[src/rtl/cmd_queue_loader.sv]
// rtl/cmd_queue_loader.sv - streams command words from a ROM into the command fifo write port
// Optional: CMD_LOADER_CHECKSUM_EN adds o_checksum (XOR of words accepted in the current transfer).
module cmd_queue_loader #(
   parameter int CMD_WIDTH  = 64,
   parameter int ADDR_WIDTH = 13
) (
   input  logic                  i_clk,
   input  logic                  i_rst,
   input  logic                  i_start,
   input  logic [ADDR_WIDTH-1:0] i_base_addr,
   input  logic [ADDR_WIDTH:0]   i_count,
   output logic                  o_rom_rd,
   output logic [ADDR_WIDTH-1:0] o_rom_addr,
   input  logic [CMD_WIDTH-1:0]  i_rom_data,
   output logic                  o_fifo_write,
   output logic [CMD_WIDTH-1:0]  o_fifo_data,
   input  logic                  i_fifo_full,
   output logic                  o_busy,
   output logic                  o_done,
   output logic [ADDR_WIDTH:0]   o_pushed
`ifdef CMD_LOADER_CHECKSUM_EN
   ,
   output logic [CMD_WIDTH-1:0]  o_checksum
`endif
);

   localparam logic [1:0] S_IDLE  = 2'd0;
   localparam logic [1:0] S_RUN   = 2'd1;
   localparam logic [1:0] S_DRAIN = 2'd2;
   localparam logic [1:0] S_DONE  = 2'd3;

   logic [1:0]            state_q, state_d;
   logic [ADDR_WIDTH-1:0] base_q, base_d;
   logic [ADDR_WIDTH:0]   count_q, count_d;
   logic [ADDR_WIDTH:0]   reads_q, reads_d;
   logic [ADDR_WIDTH:0]   pushed_q, pushed_d;
   logic                  inflight_q, inflight_d;
   logic [CMD_WIDTH-1:0]  buf_q [2];
   logic [CMD_WIDTH-1:0]  buf_d [2];
   logic                  rd_ptr_q, rd_ptr_d;
   logic                  wr_ptr_q, wr_ptr_d;
   logic [1:0]            cnt_q, cnt_d;

   logic       start_ok;
   logic       wr_acc;
   logic       rom_rd;
   logic [1:0] occ;

   // Occupancy after this cycle's pop: buffered words plus the word returning from the ROM.
   always_comb begin
      start_ok = i_start && ((state_q == S_IDLE) || (state_q == S_DONE));
      wr_acc   = (cnt_q != 2'd0) && !i_fifo_full;
      occ      = cnt_q + {1'b0, inflight_q} - {1'b0, wr_acc};
      rom_rd   = (state_q == S_RUN) && (reads_q != count_q) && (occ < 2'd2);
   end

   always_comb begin
      state_d    = state_q;
      base_d     = base_q;
      count_d    = count_q;
      reads_d    = reads_q + {{ADDR_WIDTH{1'b0}}, rom_rd};
      pushed_d   = pushed_q + {{ADDR_WIDTH{1'b0}}, wr_acc};
      inflight_d = rom_rd;
      cnt_d      = occ;
      rd_ptr_d   = rd_ptr_q ^ wr_acc;
      wr_ptr_d   = wr_ptr_q ^ inflight_q;
      buf_d      = buf_q;
      if (inflight_q) begin
         buf_d[wr_ptr_q] = i_rom_data;
      end
      case (state_q)
         S_IDLE, S_DONE: begin
            if (start_ok) begin
               base_d   = i_base_addr;
               count_d  = i_count;
               reads_d  = '0;
               pushed_d = '0;
               state_d  = (i_count == '0) ? S_DONE : S_RUN;
            end
         end
         S_RUN: begin
            if (rom_rd && ((reads_q + 1'b1) == count_q)) begin
               state_d = S_DRAIN;
            end
         end
         S_DRAIN: begin
            if (pushed_q == count_q) begin
               state_d = S_DONE;
            end
         end
         default: state_d = S_IDLE;
      endcase
   end

   always_ff @(posedge i_clk) begin
      if (i_rst) begin
         state_q    <= S_IDLE;
         base_q     <= '0;
         count_q    <= '0;
         reads_q    <= '0;
         pushed_q   <= '0;
         inflight_q <= 1'b0;
         buf_q[0]   <= '0;
         buf_q[1]   <= '0;
         rd_ptr_q   <= 1'b0;
         wr_ptr_q   <= 1'b0;
         cnt_q      <= 2'd0;
      end else begin
         state_q    <= state_d;
         base_q     <= base_d;
         count_q    <= count_d;
         reads_q    <= reads_d;
         pushed_q   <= pushed_d;
         inflight_q <= inflight_d;
         buf_q      <= buf_d;
         rd_ptr_q   <= rd_ptr_d;
         wr_ptr_q   <= wr_ptr_d;
         cnt_q      <= cnt_d;
      end
   end

`ifdef CMD_LOADER_CHECKSUM_EN
   logic [CMD_WIDTH-1:0] chk_q, chk_d;

   always_comb begin
      chk_d = chk_q;
      if (start_ok) begin
         chk_d = '0;
      end else if (wr_acc) begin
         chk_d = chk_q ^ buf_q[rd_ptr_q];
      end
   end

   always_ff @(posedge i_clk) begin
      if (i_rst) begin
         chk_q <= '0;
      end else begin
         chk_q <= chk_d;
      end
   end

   assign o_checksum = chk_q;
`endif

   assign o_rom_rd     = rom_rd;
   assign o_rom_addr   = base_q + reads_q[ADDR_WIDTH-1:0];
   assign o_fifo_write = (cnt_q != 2'd0);
   assign o_fifo_data  = buf_q[rd_ptr_q];
   assign o_busy       = (state_q == S_RUN) || (state_q == S_DRAIN);
   assign o_done       = (state_q == S_DONE);
   assign o_pushed     = pushed_q;

endmodule

[config.mk]
export PLATFORM = sky130hd
export DESIGN_NAME = cmd_queue_loader
export DESIGN_NICKNAME = d
export VERILOG_FILES = /design/src/rtl/cmd_queue_loader.sv
export SDC_FILE = /design/constraint.sdc
export NUM_CORES = 1
export LEC_CHECK = 0
export CAP_MARGIN = 25
export CORE_UTILIZATION = 43
export DETAILED_ROUTE_END_ITERATION = 10
export PLACE_DENSITY_LB_ADDON = 0.08
export SKIP_LAST_GASP = 1
export SYNTH_ARGS = -nofsm -noshare
export SYNTH_HDL_FRONTEND = slang
export SYNTH_SLANG_ARGS = --single-unit
[constraint.sdc]
create_clock -name i_clk -period 2.4 [get_ports i_clk]
set_input_delay 0.48 -clock i_clk [delete_from_list [all_inputs] [get_ports i_clk]]
set_output_delay 0.48 -clock i_clk [all_outputs]
set_load 0.005 [all_outputs]
==> results.ini <==
[critical_path]
reg2reg_slack_ns=0
crit_slowest_cell=o41a_1
worstPathCellList=ha_4 -> inv_2 -> fa_2 -> nor2b_2 -> o21ai_2 -> a21boi_2 -> o41a_1 -> a41o_1 -> o41ai_2 -> xnor2_1 -> buf_2
setup.worst_path.class=reg2out
critPathLaunchType=flop
cp_max_fo=2
required_ns=1.92
arrival_ns=2.65
slowest_delay_ns=0.36
worstSetupEndpointType=output port

[power_and_ir_drop]
leakagePower_uw=0.00509
vdd_drop_max_v=0.000536
p_switching_uw=2800
power.share.switching=0.308
power_frac_clock=0.301
p_per_area_nw_per_um2=721
pwr-share-seq=0.401
p_int_uw=6300
p_comb_frac=0.298

[global_route]
grt_use_total=0.207
grt_start_max_net_pins=87
antenna_found_initial=0
grt_pass1_wl_mm=35.6
grt_pass1_vias=7066
grt_overflow=0

[synthesis]
async_flop_share=0
synth_nets=1072
ys_ff_latch=190
synth_top_area_frac=0.422
synth_edf_count=0
synthMostInstantiatedCell=dfxtp_1
synth_commonest_cells=dfxtp_1 (190), nor2_1 (176), mux2i_1 (128), nand2_1 (76), mux2_2 (64)
synth_top_cell_by_area=dfxtp_1
synth.distinct_cells=56
yosysWarnings=0
synthFlopType=dfxtp_1
post_synth.cell_area_avg_um2=9.48
yosys-top-cells-area=dfxtp_1 (42%), mux2i_1 (14%), mux2_2 (8.0%)
synth_cells=952
synth_area_um2=9020
yosysSeqAreaShare=0.422

[drt]
ant_nets=0
drc=0
drt-initial-drc-count=318
first_pass_iters=4
viasPerCell=4.96
vias=7295
wl_per_cell_um=15.1
wl_mm=22.2

[final_layout]
nNetsFinal=1310
fillers=1803
antenna_cells=0
area_growth_pct=39.8
drive_gt1_frac=0.213

[clock_network]
ctsHoldBuffers=0
numCtsBuffers=17
cts_tree=yes
clockBufferDepth=2
clockRootBuffer=clkbuf_16
clkSinkCount=190
clk_latency_ns=0.43
htreeDepth=4
clkTransAtPathRegs_ns=0.07

[timing]
setup_slack_ns=-0.731
period_share=1.30
fin_skew_ns=0.00699
hold-worst-slack_ns=0.421
hold_viol=0
slew_headroom=0.695
drv_slew=0
tightest_slew_ns=0.455
setup_violations=22
fin_crit_ns=3.13
rsz0062_at_grt=true
max_freq_mhz=319

[floorplan]
io_pins=190
die_h_um=147
die_w_um=147
start_util=0.442
num_rows=52
dieArea_um2=21600
core_um2=20400

[worst_hold_path]
hp-class=in2reg

[place]
place.gp.congestion=0.860
numPortBuffers=189
post-place-ws_ns=-0.717
hpwl_mm=15.3

[run_status]
violations=negative setup slack
status=finished with violations

[job]
maxCapViolations=0

==> per-stage QoR <==
step	utilization	instance area [um2]	cells	setup TNS, ns	total power (uW)
finish	0.618	12600	1472	-3.75	9100
global route	0.618	12600	1472	-8.50	9620
CTS	0.606	12400	1462	-5.50	9130
detailed placement	0.570	11600	1425	-9.55	6330
global placement	0.570	11600	1425	-8.79	6310
floorplan	-	9040	952	-0.150	5140
==> logic make-up (layout without fill, tap and decap cells) <==
kind of cell	Yosys count	after routing	share of synthesized area
adders and majority gates	25	25	0.0355
AOI/OAI and AO/OA	72	72	0.0542
muxes	192	192	0.222
and+or+nand+nor	334	334	0.164
buffers and inverters	72	322	0.0356
xor gates and xnor gates	67	67	0.0667
DFF	190	190	0.422
==> state kept, by name (all words and copies together) (netlist names) <==
name and count:
wr_ptr_q 1, cnt_q 2, base_q 13, count_q 14, o_pushed 14, inflight_q 1
state_q 2, buf_q 128, rd_ptr_q 1, reads_q 14
==> repair_timing <==
action | CTS | global route
setup buffers | 9 | 10
cloned | 1 | 2
resized for setup | 82 | 33
pin swaps | 31 | 26
endpoints found under the setup margin | 31 | 53
==> final timing paths <==
kind / startpoint / end / depth (start not counted)
max: reads_q[0] / o_rom_addr[12] / 11
min: i_rst / buf_q[36] / 2
max reg2reg: reads_q[0] / reads_q[4] / 13
min reg2reg: base_q[10] / base_q[10] / 2
==> power by group through the flow <==
| stage | Combinational, uW | Sequential, uW | Clock [uW] |
|---|---|---|---|
| 2_1_floorplan | 1460 | 3680 | 0 |
| 3_3_place_gp | 2620 | 3700 | 0 |
| 3_5_place_dp | 2620 | 3710 | 0 |
| 4_1_cts | 2670 | 3650 | 2820 |
| 5_1_grt | 2960 | 3690 | 2970 |
| 6_report | 2710 | 3650 | 2740 |
==> worst max-delay path, delay by kind of cell (launching register included) <==
family / cells / cell delay [ns]
XOR/XNOR: 1 / 0.16
AO/OA/AOI/OAI: 5 / 1.12
AND/OR/NAND/NOR: 1 / 0.05
buffers and inverters: 2 / 0.19
flip-flops: 1 / 0.35
adder cells (fa/ha/maj): 2 / 0.35
==> layout by cell type (no fill, tap or decap), drive strengths merged, types with 10 or more instances in the layout <==
cell           synthesis  final
a21oi                 35     35
and3                  10     10
buf                   13     97
clkbuf                44     19
clkdlybuf4s50          0    161
dfxtp                190    190
dlymetal6s2s           0     13
ha                    24     24
inv                   15     21
mux2                  64     64
mux2i                128    128
nand2                 76     76
nand3                 19     19
nand4                 10     10
nor2                 176    176
nor4                  13     13
xnor2                 32     32
xor2                  35     35
==> per-layer routing <==
layer  GRT usage  vias to the layer above  part of all wire  wire [um]
li1            -                     3727                 -          -
met1       0.279                     3369              0.49      10800
met2       0.326                      173              0.45       9900
met3      0.0435                       26             0.049       1090
met4      0.0724                        0             0.017        369
met5           0                        -                 0          0
==> cell type report <==
cell class | count | area (um2) | share of cell area
sequential | 190 | 3820 | 0.303
tap | 270 | 338 | 0.0268
inverter | 15 | 56.3 | 0.00446
timing repair buffer | 276 | 2690 | 0.213
clock buffer | 17 | 425 | 0.0337
clock inverter | 14 | 149 | 0.0118
multi-input combinational | 690 | 5130 | 0.407
Note: power is estimated with default switching activity, not from simulation.
==> RTL change, RTL diff (config.mk and constraints unchanged) <==
The parameter `CMD_WIDTH` goes from 64 to 96.
--- a/src/rtl/cmd_queue_loader.sv
+++ b/src/rtl/cmd_queue_loader.sv
@@ -2,5 +2,5 @@
 // Optional: CMD_LOADER_CHECKSUM_EN adds o_checksum (XOR of words accepted in the current transfer).
 module cmd_queue_loader #(
-   parameter int CMD_WIDTH  = 64,
+   parameter int CMD_WIDTH  = 96,
    parameter int ADDR_WIDTH = 13
 ) (
Interface: changed (resized i_rom_data and o_fifo_data); port bits go from 190 to 254. The function was not compared with the original's and may differ.
==> RTL change against the original RTL <==
The flow still finishes with violations (negative setup slack). Combinational power grew 34%. Sequential cell count grew 64. Worst setup slack gained 0.11 ns. Area after synthesis grew 27%. Final area grew 31%. Total power grew 38%. Routed wire length grew 39%. Sequential share of layout area grew 0.66 points. Worst hold slack lost 0.15 ns. Critical endpoint unchanged. Largest cell class unchanged. Largest power group unchanged.
==> RTL change: results (changes against the original RTL) <==
metric	value	unit	change
CTS buffer count	28		was 17
XOR/XNOR Fraction of Synth Area	5.43	%	was 6.67%
aggregate global-route resource usage	21.9	%	was 20.7%
gpl congestion	0.926		was 0.860
clk_lat worst skew	0.54	ns	was 0.43 ns
hold_ws	0.269	ns	was 0.421 ns
Reg-to-Reg End	reads_q[6]$_SDFF_PP0_		was reads_q[4]$_SDFF_PP0_
# nets final	1676		was 1310
Synth Warn #	0		unchanged
failing checks	negative setup slack		unchanged
actual transition at the worst max-transition pin	0.516	ns	was 0.455 ns
Syn Nets	1329		was 1072
post-route insts no fill	1880		was 1472
max FFs per register	192		was 128
Max Clock Skew	0.00773	ns	was 0.00699 ns
status	finished with violations		unchanged
pre-CTS setup slack	-0.646	ns	was -0.717 ns
Hold EP	buf_q[43]$_SDFFE_PP0P_		was buf_q[36]$_SDFFE_PP0P_
Synth cell types	53		was 56
ranking of synthesized cells by area	dfxtp_1 (44%), mux2i_1 (17%), mux2_2 (9.5%)		was dfxtp_1 (42%), mux2i_1 (14%), mux2_2 (8.0%)
Static Leak	6.69	nW	was 5.09 nW
total wire length	30900	um	was 22200 um
clock buffer depth	3		was 2
Final WS setup	-0.620	ns	was -0.731 ns
H-tree Lvls	1		was 4
sequential share of the synthesized area	44.5	%	was 42.2%
largest net degree at the start of global routing	85		was 87
post-synthesis compound-gate area fraction	3.56	%	was 5.42%
initial drt markers	523		was 318
R2R depth	12		was 13
Max VDD drop	661	uV	was 536 uV
endpoints failing setup	37		was 22
Via density	5.01		was 4.96
share of cells above drive strength 1	27.3	%	was 21.3%
top cells by count, synth	dfxtp_1 (254), nor2_1 (239), mux2i_1 (192), mux2_2 (96), nand2_1 (70)		was dfxtp_1 (190), nor2_1 (176), mux2i_1 (128), nand2_1 (76), mux2_2 (64)
register-to-register setup slack	-0.09	ns	was 0 ns
vias in the first global route	9266		was 7066
post-synthesis adder-cell area fraction	2.80	%	was 3.55%
Post-Syn Instances	1177		was 952
Placed Instances	1780		was 1425
post-synthesis mux area share	26.5	%	was 22.2%
DP HPWL	20000	um	was 15300 um
worst r2r src	reads_q[6]$_SDFF_PP0_		was reads_q[0]$_SDFF_PP0_
first-pass GRT wire length	47600	um	was 35600 um
RTL change: stage by stage:
step	power, W	instance area [um2]	setup TNS, ns
after global routing	0.0132	16500	-10.06
after global placement	0.00834	14900	-9.50
after floorplan	0.00677	11500	0
after CTS	0.0126	16300	-10.72
after detailed placement	0.00835	14900	-10.24
final	0.0126	16500	-4.95
RTL change: logic make-up after synthesis:
family,Yosys count
simple gates,384
fa+ha+maj,25
flops,254
mux,290
buf+inv,88
xor+xnor,70
compound gates,66
RTL change: worst max path at each step:
stage | startpoint | to | slack, ns | depth (start not counted)
after floorplan | reads_q[1]$_SDFF_PP0_ | o_rom_addr[12] | 0.002 | 10
after CTS | reads_q[0]$_SDFF_PP0_ | o_rom_addr[12] | -0.64 | 12
after detailed placement | i_fifo_full | reads_q[12]$_SDFF_PP0_ | -0.65 | 15
final | reads_q[0]$_SDFF_PP0_ | o_rom_addr[12] | -0.62 | 12
after global placement | i_fifo_full | reads_q[12]$_SDFF_PP0_ | -0.61 | 15
after global routing | base_q[0]$_SDFFE_PP0P_ | o_rom_addr[12] | -0.77 | 12
RTL change: metal layers:
metal	GRT usage (%)	wire, um	vias to the layer above
met5	0	0	-
met4	6.26	835	0
met3	5.99	2090	52
met2	37.0	14900	232
met1	27.0	13100	4450
li1	-	-	4692
RTL change: timing repair:
action	4_1_cts	5_1_grt
cloned	7	1
pin swaps	35	25
buffers inserted	30	16
setup endpoints to repair	117	96
hold buffers	0	0
resized for setup	219	196
RTL change: final cells by class:
cell class                 instances  area share [%]
sequential                       254            31.0
clock inverter                     8           0.433
timing repair buffer             392            22.3
clock buffer                      43            4.90
multi-input combinational        835            38.6
inverter                          13           0.296
tap                              335            2.54
RTL change: where the power goes:
| part | internal, W | switching (W) | total [W] |
|---|---|---|---|
| registers | 0.00463 | 0.000243 | 0.00487 |
| logic | 0.00194 | 0.00168 | 0.00362 |
| clock network | 0.00232 | 0.00176 | 0.00409 |
| total | 0.00889 | 0.00368 | 0.0126 |
RTL change: critical path, cell delays in order (launching register included):
cell and delay [ns]:
dfxtp_4 0.36, ha_4 0.13, inv_2 0.04, fa_2 0.35
nor2b_1 0.12, o21ai_1 0.09, a21boi_1 0.20, o21ai_1 0.08
o21ai_1 0.17, buf_4 0.14, o41ai_2 0.06, xnor2_1 0.13
buf_2 0.13
